--- src/rtl/uart_tx_fifo_brg_if.sv ---
// UART TX channel bundle: FIFO write side, framing controls, flow control and serial outputs.
// Master drives writes, framing and CTS; slave returns FIFO status, serial line and observability.
// Widths follow the data width and FIFO depth of the attached transmitter.
interface uart_tx_fifo_brg_if #(
  parameter int pWidth = 8,
  parameter int pDepth = 16
);
  logic                      WE;
  logic [pWidth-1:0]         WD;
  logic                      FF;
  logic                      EF;
  logic [$clog2(pDepth):0]   Cnt;
  logic                      OvErr;
  logic                      NumStop;
  logic                      ParEn;
  logic [1:0]                Par;
  logic                      CTSi;
  logic                      TxD;
  logic                      DE;
  logic                      TxIdle;
  logic                      CE_16x;

  modport master (
    output WE, WD, NumStop, ParEn, Par, CTSi,
    input  FF, EF, Cnt, OvErr, TxD, DE, TxIdle, CE_16x
  );

  modport slave (
    input  WE, WD, NumStop, ParEn, Par, CTSi,
    output FF, EF, Cnt, OvErr, TxD, DE, TxIdle, CE_16x
  );
endinterface

--- src/rtl/uart_tx_fifo_brg.sv ---
// UART transmitter with free-running 16x baud generator, holding FIFO and per-frame framing latch.
// Latency: start bit 1 Clk after the CE_16x that leaves IDLE; TxD/DE registered.
// Backpressure: writes dropped (OvErr pulse) when full; CTSi low only holds the next frame start.
module uart_tx_fifo_brg #(
  parameter int pWidth   = 8,
  parameter int pDepth   = 16,
  parameter int pBaudDiv = 16
) (
  input logic              Clk,
  input logic              nRst,
  uart_tx_fifo_brg_if.slave tx
);

  localparam int PW = (pDepth > 1) ? $clog2(pDepth) : 1;
  localparam int CW = PW + 1;
  localparam int BW = (pBaudDiv > 1) ? $clog2(pBaudDiv) : 1;
  localparam logic [BW-1:0] BRG_RELOAD = BW'(pBaudDiv - 1);
  localparam logic [3:0]    LAST_BIT   = 4'(pWidth - 1);

  localparam logic [2:0] S_IDLE  = 3'd0;
  localparam logic [2:0] S_START = 3'd1;
  localparam logic [2:0] S_DATA  = 3'd2;
  localparam logic [2:0] S_PAR   = 3'd3;
  localparam logic [2:0] S_STOP  = 3'd4;

  // ---------------- baud-rate generator ----------------
  logic [BW-1:0] brg_q, brg_d;
  logic          ce_q;

  // Down-counter reloads after reaching zero; the enable is registered so it is low in reset.
  always_comb begin
    brg_d = (brg_q == '0) ? BRG_RELOAD : brg_q - 1'b1;
  end

  // CE_16x is high during exactly the cycle the counter sits at zero.
  always_ff @(posedge Clk or negedge nRst) begin
    if (!nRst) begin
      brg_q <= BRG_RELOAD;
      ce_q  <= 1'b0;
    end else begin
      brg_q <= brg_d;
      ce_q  <= (brg_d == '0);
    end
  end

  // ---------------- holding FIFO ----------------
  logic [pWidth-1:0] mem_q [pDepth];
  logic [PW-1:0]     wr_ptr_q, rd_ptr_q;
  logic [CW-1:0]     cnt_q;
  logic              ov_q;
  logic              full, empty, push, pop;
  logic [pWidth-1:0] head;

  assign full  = (cnt_q == CW'(pDepth));
  assign empty = (cnt_q == '0);
  assign push  = tx.WE & ~full;
  assign head  = mem_q[rd_ptr_q];

  // Storage array carries no reset; only pointers and count define validity.
  always_ff @(posedge Clk) begin
    if (push) mem_q[wr_ptr_q] <= tx.WD;
  end

  // Pointers wrap naturally (power-of-two depth); simultaneous push/pop leaves count unchanged.
  always_ff @(posedge Clk or negedge nRst) begin
    if (!nRst) begin
      wr_ptr_q <= '0;
      rd_ptr_q <= '0;
      cnt_q    <= '0;
      ov_q     <= 1'b0;
    end else begin
      if (push) wr_ptr_q <= wr_ptr_q + 1'b1;
      if (pop)  rd_ptr_q <= rd_ptr_q + 1'b1;
      case ({push, pop})
        2'b10:   cnt_q <= cnt_q + 1'b1;
        2'b01:   cnt_q <= cnt_q - 1'b1;
        default: cnt_q <= cnt_q;
      endcase
      ov_q <= tx.WE & full;
    end
  end

  // ---------------- frame FSM ----------------
  logic [2:0]        state_q, state_d;
  logic [3:0]        tick_q, tick_d;
  logic [3:0]        bit_q, bit_d;
  logic              stop2_q, stop2_d;
  logic [pWidth-1:0] sh_q, sh_d;
  logic              par_en_q, par_en_d;
  logic              nstop_q, nstop_d;
  logic              par_bit_q, par_bit_d;
  logic              txd_q, txd_d;
  logic              de_q, de_d;
  logic              start_ok, load, par_calc;

  assign start_ok = ~empty & tx.CTSi;

  // Parity of the word about to be popped, using the mode latched with it.
  always_comb begin
    case (tx.Par)
      2'd0:    par_calc = ~^head;
      2'd1:    par_calc = ^head;
      2'd2:    par_calc = 1'b0;
      default: par_calc = 1'b1;
    endcase
  end

  // Next-state: everything moves only on CE_16x; each bit lasts 16 ticks.
  always_comb begin
    state_d   = state_q;
    tick_d    = tick_q;
    bit_d     = bit_q;
    stop2_d   = stop2_q;
    sh_d      = sh_q;
    par_en_d  = par_en_q;
    nstop_d   = nstop_q;
    par_bit_d = par_bit_q;
    txd_d     = txd_q;
    de_d      = de_q;
    load      = 1'b0;
    if (ce_q) begin
      tick_d = tick_q + 4'd1;
      case (state_q)
        S_IDLE: begin
          tick_d = 4'd0;
          load   = start_ok;
        end
        S_START: begin
          if (tick_q == 4'hF) begin
            state_d = S_DATA;
            bit_d   = 4'd0;
            txd_d   = sh_q[0];
          end
        end
        S_DATA: begin
          if (tick_q == 4'hF) begin
            if (bit_q == LAST_BIT) begin
              stop2_d = 1'b0;
              if (par_en_q) begin
                state_d = S_PAR;
                txd_d   = par_bit_q;
              end else begin
                state_d = S_STOP;
                txd_d   = 1'b1;
              end
            end else begin
              bit_d = bit_q + 4'd1;
              sh_d  = sh_q >> 1;
              txd_d = sh_d[0];
            end
          end
        end
        S_PAR: begin
          if (tick_q == 4'hF) begin
            state_d = S_STOP;
            stop2_d = 1'b0;
            txd_d   = 1'b1;
          end
        end
        S_STOP: begin
          if (tick_q == 4'hF) begin
            if (nstop_q && !stop2_q) begin
              stop2_d = 1'b1;
            end else if (start_ok) begin
              load = 1'b1;
            end else begin
              state_d = S_IDLE;
              de_d    = 1'b0;
              txd_d   = 1'b1;
            end
          end
        end
        default: begin
          state_d = S_IDLE;
          de_d    = 1'b0;
          txd_d   = 1'b1;
        end
      endcase
      if (load) begin
        state_d   = S_START;
        tick_d    = 4'd0;
        sh_d      = head;
        par_en_d  = tx.ParEn;
        nstop_d   = tx.NumStop;
        par_bit_d = par_calc;
        txd_d     = 1'b0;
        de_d      = 1'b1;
      end
    end
  end

  assign pop = load;

  // Frame state and registered line outputs; reset aborts any frame with the line at mark.
  always_ff @(posedge Clk or negedge nRst) begin
    if (!nRst) begin
      state_q   <= S_IDLE;
      tick_q    <= 4'd0;
      bit_q     <= 4'd0;
      stop2_q   <= 1'b0;
      sh_q      <= '0;
      par_en_q  <= 1'b0;
      nstop_q   <= 1'b0;
      par_bit_q <= 1'b0;
      txd_q     <= 1'b1;
      de_q      <= 1'b0;
    end else begin
      state_q   <= state_d;
      tick_q    <= tick_d;
      bit_q     <= bit_d;
      stop2_q   <= stop2_d;
      sh_q      <= sh_d;
      par_en_q  <= par_en_d;
      nstop_q   <= nstop_d;
      par_bit_q <= par_bit_d;
      txd_q     <= txd_d;
      de_q      <= de_d;
    end
  end

  assign tx.FF     = full;
  assign tx.EF     = empty;
  assign tx.Cnt    = cnt_q;
  assign tx.OvErr  = ov_q;
  assign tx.TxD    = txd_q;
  assign tx.DE     = de_q;
  assign tx.TxIdle = (state_q == S_IDLE);
  assign tx.CE_16x = ce_q;

endmodule

--- src/flat_wrapper.sv ---
// flat-port wrapper written by rule: the top's interface ports become plain ports
module uart_tx_fifo_brg_flat 
#(
  parameter int pWidth   = 8,
  parameter int pDepth   = 16,
  parameter int pBaudDiv = 16
)
  (Clk, nRst, tx_WE, tx_WD, tx_NumStop, tx_ParEn, tx_Par, tx_CTSi, tx_FF, tx_EF, tx_Cnt, tx_OvErr, tx_TxD, tx_DE, tx_TxIdle, tx_CE_16x);
  uart_tx_fifo_brg_if #(.pWidth(pWidth), .pDepth(pDepth)) tx_i ();
  input logic Clk;
  input logic nRst;
  input wire logic [$bits(tx_i.WE)-1:0] tx_WE;
  input wire logic [$bits(tx_i.WD)-1:0] tx_WD;
  input wire logic [$bits(tx_i.NumStop)-1:0] tx_NumStop;
  input wire logic [$bits(tx_i.ParEn)-1:0] tx_ParEn;
  input wire logic [$bits(tx_i.Par)-1:0] tx_Par;
  input wire logic [$bits(tx_i.CTSi)-1:0] tx_CTSi;
  output wire logic [$bits(tx_i.FF)-1:0] tx_FF;
  output wire logic [$bits(tx_i.EF)-1:0] tx_EF;
  output wire logic [$bits(tx_i.Cnt)-1:0] tx_Cnt;
  output wire logic [$bits(tx_i.OvErr)-1:0] tx_OvErr;
  output wire logic [$bits(tx_i.TxD)-1:0] tx_TxD;
  output wire logic [$bits(tx_i.DE)-1:0] tx_DE;
  output wire logic [$bits(tx_i.TxIdle)-1:0] tx_TxIdle;
  output wire logic [$bits(tx_i.CE_16x)-1:0] tx_CE_16x;
  assign tx_i.WE = tx_WE;
  assign tx_i.WD = tx_WD;
  assign tx_i.NumStop = tx_NumStop;
  assign tx_i.ParEn = tx_ParEn;
  assign tx_i.Par = tx_Par;
  assign tx_i.CTSi = tx_CTSi;
  assign tx_FF = tx_i.FF;
  assign tx_EF = tx_i.EF;
  assign tx_Cnt = tx_i.Cnt;
  assign tx_OvErr = tx_i.OvErr;
  assign tx_TxD = tx_i.TxD;
  assign tx_DE = tx_i.DE;
  assign tx_TxIdle = tx_i.TxIdle;
  assign tx_CE_16x = tx_i.CE_16x;
  uart_tx_fifo_brg #(.pWidth(pWidth), .pDepth(pDepth), .pBaudDiv(pBaudDiv)) u_core (.Clk(Clk), .nRst(nRst), .tx(tx_i));
endmodule
--- config.mk ---
export PLATFORM = sky130hd
export DESIGN_NAME = uart_tx_fifo_brg_flat
export DESIGN_NICKNAME = d
export VERILOG_FILES = /design/src/rtl/uart_tx_fifo_brg_if.sv /design/src/rtl/uart_tx_fifo_brg.sv /design/src/flat_wrapper.sv
export SDC_FILE = /design/constraint.sdc
export NUM_CORES = 1
export LEC_CHECK = 0
export BUFFER_PORTS_ARGS = -buffer_cell sky130_fd_sc_hd__buf_4
export CAP_MARGIN = 20
export CORE_ASPECT_RATIO = 0.9
export CORE_MARGIN = 2
export CORE_UTILIZATION = 40
export DETAILED_ROUTE_END_ITERATION = 12
export GPL_ROUTABILITY_DRIVEN = 0
export PLACE_DENSITY = 0.68
export SYNTH_ARGS = -nofsm -noshare
export SYNTH_HDL_FRONTEND = slang
export SYNTH_SLANG_ARGS = --single-unit
--- constraint.sdc ---
create_clock -name Clk -period 5.65 [get_ports Clk]
set_input_delay 0.8475 -clock Clk [delete_from_list [all_inputs] [get_ports Clk]]
set_output_delay 0.8475 -clock Clk [all_outputs]
set_load 0.005 [all_outputs]
==> results by stage, run 1 <==
Power and ir drop:
- The worst-case IR drop observed on VDD is 0.000358 V.
- The net switching power is 0.00107 W.
- The sequential share of power is 48.3%.
- The share of total power dissipated in the clock network is 29.6%.
- Cell internal power was estimated by the tool at 0.00251 W.
- The leakage component of the power is 2.92 nW.
- Net switching is 30.0% of the power.
- Combinational logic is responsible for 22.1% of the overall power.
- The power per cell area is 437 mW/mm².

Logic synthesis:
- Counting flops with a built-in enable in the synthesized netlist gives 128.
- After synthesis, the most frequently instantiated cells are edfxtp_1, nand2_1, dfrtp_1, nor2_1.
- The cell with the most instances after synthesis is edfxtp_1.
- The number of nets in the synthesized netlist is 498.
- For this run, the number of Yosys warnings is 0.
- After synthesis, the share of flip-flops with an asynchronous set or reset is 25.6%.
- The count of cell types in the netlist is 46.
- The most frequently used flop master after synthesis is edfxtp_1.
- After synthesis, the cell types taking the most area are edfxtp_1, dfrtp_1, mux4_2.
- The synthesized design spends more area on one cell type than any other, namely edfxtp_1.
- The share of the Yosys chip area taken by registers is 68.3%.
- Synthesis produced 470 cells.
- The top-area cell type share of the netlist area is 53.1%.
- The number of synthesized register bits is 172.
- A synthesized cell averages 15.4 µm².
- The post-synthesis instance area is 0.00724 mm².

CTS:
- The buffer depth of the longest clock path is 2.
- The number of clock buffers added by TritonCTS is 17.
- The clock-pin slew on the worst setup and hold paths is 60 ps.
- The clock tree from TritonCTS is yes.
- Clock latency on the worst-skew pair, taken at its later pin, is 430 ps.
- The number of sinks handled by clock tree synthesis is 172.
- The CTS H-tree depth is 4.
- After clock tree synthesis, the flow added hold-fix buffers numbering 0.
- The root buffer selected by CTS is clkbuf_16.
- The number of setup buffers added after CTS is 0.
- The post-cts repair resize count is 0.

Route:
- The total vias in the final route is 4,021.
- The first routing iteration left 332 violations.
- After detailed routing, the number of remaining DRC violations is 0.
- The average via count per standard cell is 5.35.
- The detail route stage leaves a number of antenna-violating nets equal to 0.
- After detailed routing, the average wire length per cell comes to 18.5 µm.
- The final layout contains routed wiring with a total length of 13,900 µm.
- The detailed-routing iteration count for the pre-antenna-repair pass is 5.

Floorplan:
- 28 I/O pins were placed.
- The initial utilization of the core area, before any placement, comes to 41.0%.
- The die is 146 µm wide.
- The vertical die dimension is 132 µm.
- The area inside the core boundary is 0.0177 mm².
- The die covers 0.0192 mm².
- The floorplan has 46 rows.

Layout:
- At the end of the flow, the number of nets in the layout was 527.
- The number of antenna repair diodes is 0.
- The post-route netlist has 18.4% of its cells at a drive strength greater than 1.
- The core occupancy in the finished layout is 46.5%.
- After filler insertion, the fill cell instance count of the layout stands at 1,511.
- Relative to the synthesized area, the layout overhead comes to 13.4%.

STA:
- Derived from the worst setup path, the maximum achievable clock frequency is 0.244 GHz.
- Setup repair after global routing left no endpoint under its margin.
- The number of failing hold endpoints at the final stage is 0.
- After routing, the total negative slack on setup checks comes to 0 ps.
- Final hold analysis gives a worst-case slack of 412 ps.
- The count of final max-slew check failures is 0.
- The clock tree skew after final layout is 7.64 ps.
- Measured against its own limit, the worst slew margin works out to 37.2%.
- The final critical path time including I/O delays and setup is 4100 ps.
- Setup violations remaining at the end of the flow were counted as 0.
- The final period utilization is 72.6%.
- The slew at the pin closest to its max-slew limit is 941 ps.

Critical path:
- The element type at the critical path end is a register.
- The worst endpoint data arrival time is 4410 ps.
- The class of the most critical setup path is register to register.
- For the worst setup path, the data required time is 5950 ps.
- The critical-path maximum fanout is 19.
- The kind of launch point of the worst setup path is a register.

GRT:
- The initial antenna violation count was 0.
- The number of global-route vias before repair is 4,045.
- After global routing the overflow that remains totals 0.
- The global-route wire length before repair is 22,200 µm.
- The pin count of the biggest net entering global routing is 45.
- Global routing used 15.3% of the available tracks across all layers.

Run status:
- The flow ran to the end, and the final reports show no timing, DRC or antenna violations.

Job:
- The max-capacitance violation count is 0.

Place:
- The sum of net half-perimeters after detailed placement is 9310 µm.
- The count of port buffers added during placement is 27.

Worst hold path:
- The min-delay analysis places its worst path in the category primary input to async pin.
final timing paths:
path / startpoint / endpoint / slack, ps / cells after the start
min reg2reg: u_core.brg_q[0] / u_core.brg_q[0] / 470 / 1
max reg2reg: u_core.tx.Cnt[1] / u_core.tx.Cnt[4] / 1550 / 15
min: nRst / u_core.tick_q[2] / 410 / 1
max in group asynchronous: nRst / u_core.rd_ptr_q[0] / 4840 / 1
max: u_core.tx.Cnt[1] / u_core.tx.Cnt[4] / 1550 / 15
min in group Clk: u_core.brg_q[0] / u_core.brg_q[0] / 470 / 1
layout make-up:
cell class / instances / area (µm²) / share of cell area [%]
inverter: 18 / 67.6 / 0.823
tap: 240 / 300 / 3.66
sequential: 172 / 4950 / 60.3
clock buffer: 17 / 425 / 5.18
multi-input combinational: 257 / 2110 / 25.7
timing repair buffer: 33 / 248 / 3.02
clock inverter: 14 / 109 / 1.33
sequential cells by signal, indices dropped and copies added, names as in the netlist, 3 cells and up:
signal and flops:
u_core.mem_q 128, u_core.wr_ptr_q 4, u_core.tick_q 4, u_core.bit_q 4
u_core.state_q 3, u_core.brg_q 4, u_core.sh_q 8, u_core.tx.Cnt 5
u_core.rd_ptr_q 4
logic make-up after synthesis:
logic type | Yosys count | synth area share [%]
flip-flops | 172 | 68.3
AND/OR/NAND/NOR | 112 | 7.06
AO/OA/AOI/OAI | 79 | 6.84
buffers and inverters | 41 | 2.50
multiplexers | 34 | 10.8
XOR/XNOR | 20 | 2.42
adder cells (fa/ha/maj) | 12 | 2.07
layout by cell type, fill, tap and decap left out, drive strengths merged, types with 13 or more instances in the layout:
cell / n
nand2: 43
o21ai: 22
buf: 33
edfxtp: 128
inv: 23
dfrtp: 39
mux4: 32
xnor2: 13
a22oi: 19
clkbuf: 17
nor2: 29
power groups by stage:
stage	registers, W	clock network [W]	logic (W)
after floorplan	0.00163	0	0.000692
after global placement	0.00175	0	0.000780
after detailed placement	0.00176	0	0.000797
after CTS	0.00174	0.00108	0.000798
after global routing	0.00176	0.00113	0.000881
final	0.00173	0.00106	0.000792
routing by layer:
layer  global-route usage (%)  share of wire (%)
met1                     21.8                 46
met5                        0                  0
met2                     23.1                 47
met4                     4.25                1.3
met3                     4.41                6.0
metrics by stage:
step,setup WS [ps],power (W),std cells,instance area (µm²)
6_report,1550,0.00359,751,8210
3_5_place_dp,1600,0.00256,720,7680
4_1_cts,1580,0.00361,751,8210
3_3_place_gp,1730,0.00253,720,7680
5_1_grt,1190,0.00378,751,8210
2_1_floorplan,1940,0.00232,470,7240
critical path, stage by stage, from the launching register on:
cell and delay (ps):
dfrtp_1 470, or4_1 600, o21ai_0 240, nor3_1 120, a21boi_0 200, nand2_1 250
clkinv_1 450, ha_1 500, xor2_1 180, ha_1 230, a21o_1 180, nand2_1 60
a21oi_1 60, a221oi_1 220, nor2_1 80, xor2_1 140
No activity file was read; power rests on OpenSTA's default activity.
==> inputs of run 2 (changes only) <==
--- a/config.mk
+++ b/config.mk
@@ -5,6 +5,7 @@
 export SDC_FILE = /design/constraint.sdc
 export NUM_CORES = 1
 export LEC_CHECK = 0
+export ABC_AREA = 1
 export BUFFER_PORTS_ARGS = -buffer_cell sky130_fd_sc_hd__buf_4
 export CAP_MARGIN = 20
 export CORE_ASPECT_RATIO = 0.9
==> constraint.sdc (replaced) <==
create_clock -name Clk -period 4.2 [get_ports Clk]
set_input_delay 0.63 -clock Clk [delete_from_list [all_inputs] [get_ports Clk]]
set_output_delay 0.63 -clock Clk [all_outputs]
set_load 0.005 [all_outputs]
==> run 2 against run 1 <==
Net effect:
- synthesized area rose by 8.4%
- clock power increased by 38%
- utilization is 0.65 points lower
- critical endpoint unchanged
- largest cell class unchanged
==> results by stage, run 2 <==
Logic synthesis:
- Counting instances in the post-synthesis netlist gives the leading cell types as nand2_1, edfxtp_1, nand3_1, inv_1, nor2_1.
- The share of the yosys chip area belonging to registers is 63.1% (-5.3 points).
- The mean instance size in the synthesized netlist was 9.70 µm² (-37%).
- The top-area cell type share of the netlist area is 49.0% (-4.1 points).
- The number of enable flip-flop cells after synthesis is 128 (unchanged).
- Yosys instantiated no cell more often than nand2_1.
- For this run, the leading register cell type out of synthesis is edfxtp_1.
- The post-synthesis cell type with the largest combined area is edfxtp_1.
- The post-synthesis cell count is 809 (+72%).
- The proportion of register bits with asynchronous set or reset after synthesis was 25.6% (unchanged).
- The Yosys warning count is 0 (unchanged).
- The total nets after synthesis came to 837 (+68%).
- The post-synthesis instance area is 0.00785 mm² (+8.4%).
- The number of synthesized register bits came to 172 (unchanged).
- Yosys attributes the largest share of cell area to edfxtp_1, nand2_1, dfrtp_1.
- The count of cell types in the netlist is 38 (-17%).

Layout:
- The number of flip-flops in the largest register is 128 (unchanged).
- The number of antenna repair diodes was 0 (unchanged).
- The share of final-layout standard cells stronger than drive strength 1 is 10.1% (-8.3 points).
- The multi-input logic area is 0.00241 mm² (+14%).
- The final standard cell count with taps included and fillers excluded is 1,093 (+46%).
- The footprint of the flip-flops and latches is 0.00495 mm² (unchanged).
- The area overhead of the layout relative to synthesis is 12.2%.
- u_core.mem_q holds more flip-flops than any other register.
- In the layout the commonest cells are nand2_1, edfxtp_1, nand3_1, inv_1, nor2_1.
- The leading cell type in the layout, fill and taps excluded is nand2_1.
- The core occupancy in the finished layout is 45.8% (-0.65 points).
- The net count of the finished layout was 859 (+63%).
- The filler cell count is 1,771 (+17%).

STA:
- The sum of negative setup slack is 0 ps (unchanged).
- The clock tree skew after final layout is 12.5 ps (+4.87 ps).
- Setup repair after global routing left no endpoint under its margin.
- The count of final max-slew check failures is 0 (unchanged).
- The total of endpoints with negative setup slack in the final report came to 0 (unchanged).
- The headroom to the max-slew limit is 33.7% (-3.6 points).
- The final critical path time including I/O delays and setup was 3510 ps (-595 ps).
- The final period utilization is 83.5% (+11 points).
- The number of failing hold endpoints at the final stage is 0 (unchanged).
- The post-route worst hold slack is 197 ps (-215 ps).
- The highest clock rate is 0.285 GHz (+17%).
- The slew at the pin closest to its max-slew limit was 992 ps (+50.3 ps).

Route:
- The average via count per standard cell came to 4.85 (-9.5%).
- The number of nets still failing antenna checks after routing was 0 (unchanged).
- The number of DRC markers after the initial detailed-route iteration was 328 (-1.2%).
- The detailed-routing iteration count for the pre-antenna-repair pass is 5 (unchanged).
- The wire length per cell is 14.5 µm (-22%).
- The total vias in the final route was 5,298 (+32%).
- The DRC violations left is 0 (unchanged).
- The routed wire length is 15,900 µm (+14%).

CTS:
- The later-pin clock latency in the skew report is 430 ps (about the same).
- The count of hold-fix buffers inserted at cts is 0 (unchanged).
- The post-cts repair resize count is 0 (unchanged).
- TritonCTS built the clock tree.
- The CTS H-tree depth was 4 (unchanged).
- The number of setup buffers added after CTS was 0 (unchanged).
- The number of buffers inserted during clock tree synthesis is 17 (unchanged).
- The buffer depth of the longest clock path came to 2 (unchanged).
- The clock-pin slew on the worst setup and hold paths is 60 ps (about the same).
- The root buffer selected by CTS is clkbuf_16.
- The number of sinks handled by clock tree synthesis is 172 (unchanged).

Power and ir drop:
- The overall power came to 0.00455 W (+27%).
- The worst supply voltage drop on vdd is 0.000276 V (-23%).
- The leakage component of the power is 3.74 nW (+28%).
- The power per cell area is 516 mW/mm² (+18%).

Critical path:
- The critical path required time is 4550 ps (-1400 ps).
- The element type at the critical path end is a register.
- The slowest stage cell on the critical path is dfrtp_1.
- The kind of launch point of the worst setup path is a register.
- The peak per-stage delay on the critical path was 380 ps (-220 ps).
- The worst endpoint data arrival time is 3860 ps (-550 ps).
- The worst-case register-to-register setup slack was 690 ps (-850 ps).
- Walking the worst path, the cells encountered are ha_1 -> inv_1 -> nor3_1 -> a21oi_1 -> nor2_2 -> inv_2 -> nor2_1 -> ha_1 -> xor2_1 -> ha_1 -> a21oi_1 -> or2_2 -> o21ai_0 -> a21oi_1 -> o21ai_0 -> xor2_1.
- The kind of cell with the highest combined delay along the critical path is simple AND/OR/NAND/NOR gates.
- The critical-path maximum fanout is 12 (-7).
- By startpoint and endpoint, the worst setup path is classified as register to register.
- The total buffers and inverters traversed by the critical path is 2 (+1).

GRT:
- The number of global-route vias before repair is 4,978 (+23%).
- The global-route wire length before repair came to 25,400 µm (+14%).
- The pin count of the biggest net entering global routing is 60 (+33%).
- The total congestion overflow after global routing was 0 (unchanged).
- The global-route usage over all layers was 16.3% (+0.99 points).
- The initial antenna violation count is 0 (unchanged).

Place:
- The count of port buffers added during placement was 27 (unchanged).
- The total placed cells including tap cells is 1,062 (+48%).
- The sum of net half-perimeters after detailed placement was 10,000 µm (+7.5%).

Floorplan:
- The starting density of the core is 40.9% (-0.15 points).
- The row count is 48 (+4.3%).
- The number of top-level design ports is 28 (unchanged).
- The floorplan die width is 152 µm (+4.0%).
- The area inside the core boundary was 0.0192 mm² (+8.8%).
- The vertical die dimension is 137 µm (+4.0%).
- The area of the die was 0.0208 mm² (+8.1%).

Run status:
- The flow ran to the end, and the final reports show no timing, DRC or antenna violations.

Job:
- The max-capacitance violation count was 0 (unchanged).

Worst hold path:
- The path type of the worst min-delay path is primary input to async pin.
run 2: changes by cell type in the layout (fill, tap and decap cells not counted), moves of 7 or more:
cell,delta
a22oi_1,-19
a31oi_1,-9
inv_1,+59
inv_2,+10
mux4_1,-9
mux4_2,-22
nand2_1,+223
nand3_1,+74
nor2_1,+32
o21ai_0,+10
o21ai_1,+10
o22ai_1,-8
xnor2_1,-8
xor2_1,+7
run 2: power breakdown:
| group | internal (W) | switching [W] | total, W |
|---|---|---|---|
| combinational | 0.000316 | 0.000639 | 0.000955 |
| sequential | 0.00203 | 0.000106 | 0.00213 |
| clock | 0.000813 | 0.000649 | 0.00146 |
| total | 0.00316 | 0.00139 | 0.00455 |
run 2: through the flow:
step,setup slack (ps),area (µm²)
final,692,8810
after floorplan,1130,7850
after CTS,688,8810
after global routing,323,8810
after global placement,896,8260
after detailed placement,745,8260
run 2: final timing paths:
path / start / to / depth (start not counted)
max: u_core.tick_q[0] / u_core.tx.Cnt[4] / 16
min: nRst / u_core.bit_q[1] / 1
max reg2reg: u_core.tick_q[0] / u_core.tx.Cnt[4] / 16
min reg2reg: u_core.brg_q[0] / u_core.brg_q[0] / 1
max in group asynchronous: nRst / u_core.rd_ptr_q[0] / 1
min in group Clk: tx_ParEn / u_core.par_en_q / 3
run 2: per-layer routing:
metal / vias up / wire length [µm] / GRT usage, %
met5: - / 0 / 0
met4: 0 / 333 / 6.64
met3: 24 / 497 / 3.70
met2: 91 / 7460 / 25.8
met1: 2492 / 7590 / 21.8
li1: 2691 / - / -
run 2: final cells by class:
| type | count | area share (%) |
|---|---|---|
| Multi-Input combinational cell | 520 | 27.4 |
| Inverter | 89 | 3.82 |
| Clock buffer | 17 | 4.83 |
| Timing Repair Buffer | 31 | 2.78 |
| Clock inverter | 14 | 1.39 |
| Tap cell | 250 | 3.55 |
| Sequential cell | 172 | 56.2 |
run 2: cells by family after synthesis:
family | after synthesis | synth area share [%]
DFF | 172 | 63.1
buffers and inverters | 117 | 6.18
and+or+nand+nor | 426 | 22.3
xor gates and xnor gates | 19 | 2.12
adders and majority gates | 12 | 1.91
AOI/OAI and AO/OA | 63 | 4.46
